<file path="src/rtl/key_debounce_if.sv">
// rtl/key_debounce_if.sv - raw button input and debounced level/strobe bundle
interface key_debounce_if;
    logic key_n;
    logic key_level;
    logic press_pulse;
    logic release_pulse;
    logic long_pulse;

    modport master (
        output key_n,
        input  key_level,
        input  press_pulse,
        input  release_pulse,
        input  long_pulse
    );

    modport slave (
        input  key_n,
        output key_level,
        output press_pulse,
        output release_pulse,
        output long_pulse
    );
endinterface

</file>
<file path="src/rtl/key_debounce.sv">
// rtl/key_debounce.sv - 2-flop synchroniser and four-state debouncer for an active-low button
// Long-press strobe present only when KEY_LONG_PRESS_EN is defined.
module key_debounce #(
    parameter int DEBOUNCE_CYCLES = 20,
    parameter int LONG_CYCLES     = 100,
    parameter int CNT_W           = 16
) (
    input  logic          clk,
    input  logic          rst_n,
    key_debounce_if.slave bus
);
    typedef enum logic [1:0] {IDLE, PRESS_CHK, HELD, RELEASE_CHK} state_t;

    localparam logic [CNT_W-1:0] D_LAST = CNT_W'(DEBOUNCE_CYCLES - 1);
    localparam logic [CNT_W-1:0] ONE    = CNT_W'(1);

    if (DEBOUNCE_CYCLES < 1 || DEBOUNCE_CYCLES >= 2**CNT_W ||
        LONG_CYCLES < 1 || LONG_CYCLES >= 2**CNT_W) begin : g_param_check
        $error("key_debounce: DEBOUNCE_CYCLES/LONG_CYCLES out of range for CNT_W");
    end

    state_t           state;
    logic             s1;
    logic             s2;
    logic [CNT_W-1:0] dcnt;
    logic             key_level;
    logic             press_pulse;
    logic             release_pulse;

`ifdef KEY_LONG_PRESS_EN
    localparam logic [CNT_W-1:0] L_LAST = CNT_W'(LONG_CYCLES - 1);
    localparam logic [CNT_W-1:0] L_MAX  = CNT_W'(LONG_CYCLES);
    logic [CNT_W-1:0] hcnt;
    logic             long_pulse;
`endif

    always_ff @(posedge clk) begin
        if (!rst_n) begin
            state         <= IDLE;
            s1            <= 1'b1;
            s2            <= 1'b1;
            dcnt          <= '0;
            key_level     <= 1'b0;
            press_pulse   <= 1'b0;
            release_pulse <= 1'b0;
`ifdef KEY_LONG_PRESS_EN
            hcnt          <= '0;
            long_pulse    <= 1'b0;
`endif
        end else begin
            s1            <= bus.key_n;
            s2            <= s1;
            press_pulse   <= 1'b0;
            release_pulse <= 1'b0;
`ifdef KEY_LONG_PRESS_EN
            // hcnt parks at LONG_CYCLES, so the L_LAST match can occur only once per press
            long_pulse <= 1'b0;
            if ((state == HELD || state == RELEASE_CHK) && hcnt != L_MAX)
                hcnt <= hcnt + ONE;
            if (state == HELD && hcnt == L_LAST)
                long_pulse <= 1'b1;
`endif
            case (state)
                IDLE: begin
                    if (!s2) begin
                        state <= PRESS_CHK;
                        dcnt  <= '0;
                    end
                end
                PRESS_CHK: begin
                    if (s2) begin
                        state <= IDLE;
                    end else if (dcnt == D_LAST) begin
                        state       <= HELD;
                        key_level   <= 1'b1;
                        press_pulse <= 1'b1;
`ifdef KEY_LONG_PRESS_EN
                        hcnt        <= '0;
`endif
                    end else begin
                        dcnt <= dcnt + ONE;
                    end
                end
                HELD: begin
                    if (s2) begin
                        state <= RELEASE_CHK;
                        dcnt  <= '0;
                    end
                end
                RELEASE_CHK: begin
                    if (!s2) begin
                        state <= HELD;
                    end else if (dcnt == D_LAST) begin
                        state         <= IDLE;
                        key_level     <= 1'b0;
                        release_pulse <= 1'b1;
                    end else begin
                        dcnt <= dcnt + ONE;
                    end
                end
                default: state <= IDLE;
            endcase
        end
    end

    assign bus.key_level     = key_level;
    assign bus.press_pulse   = press_pulse;
    assign bus.release_pulse = release_pulse;
`ifdef KEY_LONG_PRESS_EN
    assign bus.long_pulse    = long_pulse;
`else
    assign bus.long_pulse    = 1'b0;
`endif
endmodule

</file>
<file path="src/flat_wrapper.sv">
// flat-port wrapper written by rule: the top's interface ports become plain ports
module key_debounce_flat 
#(
    parameter int DEBOUNCE_CYCLES = 20,
    parameter int LONG_CYCLES     = 100,
    parameter int CNT_W           = 16
)
  (clk, rst_n, bus_key_n, bus_key_level, bus_press_pulse, bus_release_pulse, bus_long_pulse);
  key_debounce_if bus_i ();
  input  logic clk;
  input  logic rst_n;
  input wire logic [$bits(bus_i.key_n)-1:0] bus_key_n;
  output wire logic [$bits(bus_i.key_level)-1:0] bus_key_level;
  output wire logic [$bits(bus_i.press_pulse)-1:0] bus_press_pulse;
  output wire logic [$bits(bus_i.release_pulse)-1:0] bus_release_pulse;
  output wire logic [$bits(bus_i.long_pulse)-1:0] bus_long_pulse;
  assign bus_i.key_n = bus_key_n;
  assign bus_key_level = bus_i.key_level;
  assign bus_press_pulse = bus_i.press_pulse;
  assign bus_release_pulse = bus_i.release_pulse;
  assign bus_long_pulse = bus_i.long_pulse;
  key_debounce #(.DEBOUNCE_CYCLES(DEBOUNCE_CYCLES), .LONG_CYCLES(LONG_CYCLES), .CNT_W(CNT_W)) u_core (.clk(clk), .rst_n(rst_n), .bus(bus_i));
endmodule
</file>
<file path="config.mk">
export PLATFORM = sky130hd
export DESIGN_NAME = key_debounce_flat
export DESIGN_NICKNAME = d
export VERILOG_FILES = /design/src/rtl/key_debounce_if.sv /design/src/rtl/key_debounce.sv /design/src/flat_wrapper.sv
export SDC_FILE = /design/constraint.sdc
export NUM_CORES = 1
export LEC_CHECK = 0
export ABC_AREA = 1
export CORE_UTILIZATION = 54
export CTS_CLUSTER_DIAMETER = 80
export DETAILED_ROUTE_END_ITERATION = 16
export GPL_ROUTABILITY_DRIVEN = 1
export PLACE_DENSITY = 0.73
export SYNTH_ARGS = -nofsm -noshare
export SYNTH_HDL_FRONTEND = slang
export SYNTH_SLANG_ARGS = --single-unit
export TNS_END_PERCENT = 1
</file>
<file path="constraint.sdc">
create_clock -name clk -period 4.3 [get_ports clk]
set_input_delay 0.645 -clock clk [delete_from_list [all_inputs] [get_ports clk]]
set_output_delay 0.645 -clock clk [all_outputs]
set_load 0.01 [all_outputs]
</file>
### After elaboration in Yosys (flattened, before gate mapping)

Index checks and enable logic that the tools add are counted.

| storage, ports and cells | value |
|---|---|
| register bits after elaboration | 23 |
| bits of input ports | 3 |
| output and inout bits | 4 |
| logic and storage cells | 48 |

| operators by class | value |
|---|---|
| $add $sub $neg | 1 |
| equality and inequality tests | 12 |
| muxes and demuxes | 19 |
| bitwise logic cells | 2 |
| reductions and logical operators | 7 |

Operators with widths:

| operator | number |
|---|---|
| $mux 16 | 5 |
| $pmux 16 s4 | 1 |
| $add 16x1->16 const B | 1 |
| $eq 16x5->1 const B | 1 |
| $mux 2 | 6 |
| $ne 2x1->1 const B | 4 |
| $pmux 2 s4 | 1 |
| $reduce_and 4->1 | 2 |
| $mux 1 | 5 |
| $reduce_and 5->1 | 1 |
| $eq 2x2->1 const B | 2 |
| $ne 2x2->1 const B | 2 |
| $ne 3x1->1 const B | 1 |
| $ne 3x3->1 const B | 1 |
| $reduce_and 3->1 | 1 |
| $reduce_or 3->1 | 1 |
| $eq 2x1->1 const B | 1 |
| $logic_not 2->1 | 1 |
| $not 1->1 | 2 |
| $pmux 1 s2 | 1 |
| $reduce_bool 2->1 | 1 |

### Logic depth before layout (Yosys ltp)

| depth | value |
|---|---|
| depth after elaboration | 4 |
| depth in mapped cells | 11 |
| gate-level depth less buffers | 11 |

### Worst setup path before layout

No wires, ideal clock.

| timing | value |
|---|---|
| path kind | register to register |
| start point | reg u_core.dcnt[0] |
| end point | reg u_core.dcnt[12] |
| library setup time | 0.066 ns |
| arrival | 1.340 ns |
| setup slack | 2.894 ns |
| stages on the path, launching flop included | 11 |
| buffers on the path | 1 |
| period minus slack after synthesis | 1.406 ns |
| cell sequence | dfxtp_1 > ha_1 > inv_1 > nor2_1 > nand2_1 > nor2_2 > nand2_4 > nand2_4 > buf_8 > nand2_1 > a21oi_2 |

| on the way | value |
|---|---|
| word-level cells in the longest chain between the ends | 4 |
| elaborated cells on any way between the ends | 6 |
| those cells by class | 1 x add/sub; 1 x eq/ne; 4 x mux |

RTL lines:

| what | RTL line | source |
|---|---|---|
| start: declaration | key_debounce.sv:25 | `logic [CNT_W-1:0] dcnt;` |
| start signal: assignment | key_debounce.sv:81 | `dcnt <= dcnt + ONE;` |
| start signal: assignment | key_debounce.sv:98 | `dcnt <= dcnt + ONE;` |
| $add 16x1->16 or $eq 16x5->1 (tied branches) | n/a |  |
| $mux 16 (*) | key_debounce.sv:73, key_debounce.sv:93 |  |
| $mux 16, on equally long branches | key_debounce.sv:91, key_debounce.sv:71 |  |
| $pmux 16 s4 (*) | key_debounce.sv:63 | `case (state)` |

Every way passes the cells marked *; elsewhere a longest branch is shown, timed or not. The select of a mux whose other input is x is not followed.
A chain may end at the register's enable or synchronous reset.

### Worst setup path in the final report

| timing | value |
|---|---|
| start point | reg u_core.key_level, in the netlist u_core.bus.key_level |
| end point | out bus_key_level |

RTL lines:

| what | RTL line | source |
|---|---|---|
| start: declaration | key_debounce.sv:26 | `logic key_level;` |
| start signal: assignment | key_debounce.sv:43 | `key_level <= 1'b0;` |
| start signal: assignment | key_debounce.sv:75 | `key_level <= 1'b1;` |
| start signal: assignment | key_debounce.sv:95 | `key_level <= 1'b0;` |
| end: declaration | flat_wrapper.sv:13 | `output wire logic [$bits(bus_i.key_level)-1:0] bus_key_level;` |

No word-level cell between the ends.

==> results.yml <==
synthesis:
  area_of_the_mapped_netlist_um2: 1290
  synth.ff_latch_count: 23
  portion_of_the_post_synthesis_area_used_by_sequential_elements_pct: 35.8
  synthCells: 201
  synth_fp_nets: 205
  synthesis.area_per_instance_um2: 6.40
  netlist-cell-type-count: 26
  yosysWarnings: 0
placement:
  place_congestion: 0.877
  place.detailed.hpwl_um: 2070
  dpl_worst_slack_ps: 2230
  port_bufs: 5
clock_network:
  post_cts_resized: 0
  clock_tree.htree_level_count: 1
  insertion_delay_ps: 310
  post_cts_hold_buffer_count: 0
  numClockSinks: 23
  post_cts_buffers: 0
  clock_tree_from_tritoncts: "done"
  clk_path_buf_depth: 2
  cts-root-buf: "sky130_fd_sc_hd__clkbuf_4"
  clk_pin_slew_worst_paths_ps: 130
  number_of_cts_inserted_buffers: 3
sta:
  hold_slack_ps: 427
  grt_setup_unrepaired: "false"
  max-slew-margin-rel_pct: 65.9
  fin_hold_viols: 0
  timing.final.ws_setup_ps: 2460
  final_min_period_over_clock_period_pct: 42.7
  worst_margin_slew_ps: 511
  final_min_period_ps: 1840
  final_layout_setup_total_negative_slack_ps: 0
  clock-skew-final_ps: 2.51
  timing.final.max_slew_violations: 0
  timing.fmax_mhz: 545
  finalSetupViolations: 0
grt:
  largest_net_degree_at_the_start_of_global_routing: 18
  global_route.overflow_total: 0
  number_of_antenna_violations_at_the_first_check_in_global_routing: 0
  grt_first_pass_wirelength_um: 4680
  grt.total_usage_pct: 24.2
  first_global_vias: 1093
floorplanning:
  dieWidth_um: 50.8
  die_area_um2: 2580
  floorplan.rows: 17
  core_area_um2: 2230
  io-pin-count: 7
  die_extent_in_y_um: 50.8
  initial_core_util_pct: 57.6
power:
  power.share.switching_pct: 24.4
  static-leakage-power_nw: 0.546
  power_density_nw_per_um2: 246
  proportion_of_power_drawn_by_flip_flops_and_latches_pct: 64.3
  power.ir.vdd_worst_mv: 0.221
  cell_internal_power_dissipation_mw: 0.253
  power.combinational.fraction_pct: 4.5
  power.total_mw: 0.335
  net_sw_power_mw: 0.0816
  p_clk_share_pct: 31.2
detailed_routing:
  avgViaCountPerCell: 5.28
  detailedRoute.firstIterationViolations: 34
  route.final.wire_length_um: 2750
  drtPass1Iterations: 4
  vias: 1235
  final_antenna_net_count: 0
  wl_per_cell_um: 11.8
  drcViolationCount: 0
run_status:
  outcome: "finished clean"
worst_setup_path:
  slowest_stage: "sky130_fd_sc_hd__clkdlybuf4s50_1"
  crit_path_end_kind: "primary output"
  worstSetupPathDepth: 1
  rr_worst_depth: 11
  timing.setup.critical_path_class: "flip-flop to primary output"
  critical_path.max_stage_delay_ps: 530
  start_kind: "flip-flop"
  timing.critical_path.arrival_ps: 1190
  required_ps: 3650
  critical_path.top_delay_family: "buffers and inverters"
  path_cells: "clkdlybuf4s50_1"
  worstPathMaxFanout: 2
  crit_buf_inv: 1
finish:
  antenna_cells_inserted: 0
  flow.area_growth_from_synthesis_pct: 5.74
  drive_above_1_share_pct: 7.28
  fin_nets: 211
run:
  max_cap_violations: 0
min_path:
  worstHoldPathCells: 1
  hold_class: "flip-flop to flip-flop"
[logic make-up after synthesis]
family                     Yosys count  synth area share (%)
xor gates and xnor gates             2                  1.36
adders and majority gates            1                 0.973
and+or+nand+nor                    121                  42.0
DFF                                 23                  35.8
buffers and inverters               35                  12.1
AOI/OAI and AO/OA                   18                  7.49
other                                1                 0.292
[registers in the layout (all words and copies together) (netlist names), named ones only]
| name | cells |
|---|---|
| u_core.dcnt | 16 |
| u_core.bus.key_level | 1 |
| u_core.bus.press_pulse | 1 |
| u_core.bus.release_pulse | 1 |
| u_core.s1 | 1 |
| u_core.s2 | 1 |
| u_core.state | 1 |
[cells in the mapped netlist]
master | count | area [um2]
sky130_fd_sc_hd__nand2_1 | 48 | 180
sky130_fd_sc_hd__nand2_2 | 1 | 6.26
sky130_fd_sc_hd__nand4_1 | 8 | 50.1
sky130_fd_sc_hd__nor2_4 | 1 | 11.3
sky130_fd_sc_hd__o21ai_0 | 7 | 35.0
sky130_fd_sc_hd__o21bai_1 | 1 | 7.51
sky130_fd_sc_hd__nand2_4 | 2 | 22.5
sky130_fd_sc_hd__clkinv_1 | 1 | 3.75
sky130_fd_sc_hd__xor2_1 | 2 | 17.5
sky130_fd_sc_hd__buf_2 | 1 | 5.00
sky130_fd_sc_hd__ha_1 | 1 | 12.5
sky130_fd_sc_hd__nand3b_1 | 3 | 22.5
sky130_fd_sc_hd__nor3_1 | 1 | 5.00
sky130_fd_sc_hd__dfxtp_1 | 23 | 460
sky130_fd_sc_hd__nor2_2 | 2 | 12.5
sky130_fd_sc_hd__nor2_1 | 38 | 143
sky130_fd_sc_hd__conb_1 | 1 | 3.75
sky130_fd_sc_hd__buf_8 | 1 | 15.0
sky130_fd_sc_hd__a21oi_1 | 9 | 45.0
sky130_fd_sc_hd__inv_2 | 2 | 7.51
sky130_fd_sc_hd__or2_2 | 2 | 12.5
sky130_fd_sc_hd__inv_1 | 28 | 105
sky130_fd_sc_hd__buf_4 | 1 | 7.51
sky130_fd_sc_hd__buf_6 | 1 | 11.3
sky130_fd_sc_hd__nand3_1 | 15 | 75.1
sky130_fd_sc_hd__a21oi_2 | 1 | 8.76
[power by group through the flow]
stage                     Sequential [mW]  Combinational (mW)  Clock [mW]
final                               0.215              0.0151       0.105
after global routing                0.215              0.0168       0.113
after CTS                           0.215              0.0151       0.106
after detailed placement            0.220              0.0150           0
after global placement              0.220              0.0143           0
after floorplan                     0.220              0.0115           0
[area by class of cell]
type | instances | area [um2]
Inverter | 31 | 116
Clock buffer | 3 | 22.5
Fill cell | 217 | 873
Clock inverter | 1 | 5.00
Sequential cell | 23 | 460
Tap cell | 28 | 35.0
Timing Repair Buffer | 5 | 50.0
Multi-Input combinational cell | 143 | 671
[through the flow]
stage	utilization, %	cells	area [um2]
floorplan	-	201	1290
global placement	59.7	230	1330
detailed placement	59.7	230	1330
CTS	60.9	234	1360
global route	60.9	234	1360
finish	60.9	234	1360
[per-layer routing]
layer	routed length [um]	track usage, %	vias up
met5	0	0	-
met4	27	6.94	0
met3	74	3.64	4
met2	1350	42.9	22
met1	1310	30.1	576
li1	-	-	633
[worst paths after layout]
path	from	endpoint	slack (ps)
max	u_core.bus.key_level$_SDFFE_PN0P_	bus_key_level	2460
min	u_core.s1$_SDFF_PN1_	u_core.s2$_SDFF_PN1_	430
min reg2reg	u_core.s1$_SDFF_PN1_	u_core.s2$_SDFF_PN1_	430
max reg2reg	u_core.dcnt[1]$_SDFFE_PN0P_	u_core.dcnt[5]$_SDFFE_PN0P_	2500
[cells in the final DEF, fill, tap and decap left out, types with 2 or more instances in the layout]
master                            count
sky130_fd_sc_hd__a21oi_1              9
sky130_fd_sc_hd__clkbuf_4             3
sky130_fd_sc_hd__clkdlybuf4s50_1      5
sky130_fd_sc_hd__dfxtp_1             23
sky130_fd_sc_hd__inv_1               28
sky130_fd_sc_hd__inv_2                2
sky130_fd_sc_hd__nand2_1             48
sky130_fd_sc_hd__nand2_4              2
sky130_fd_sc_hd__nand3_1             15
sky130_fd_sc_hd__nand3b_1             3
sky130_fd_sc_hd__nand4_1              8
sky130_fd_sc_hd__nor2_1              38
sky130_fd_sc_hd__nor2_2               2
sky130_fd_sc_hd__o21ai_0              7
sky130_fd_sc_hd__or2_2                2
sky130_fd_sc_hd__xor2_1               2
Power figures use the tool's default switching activity.
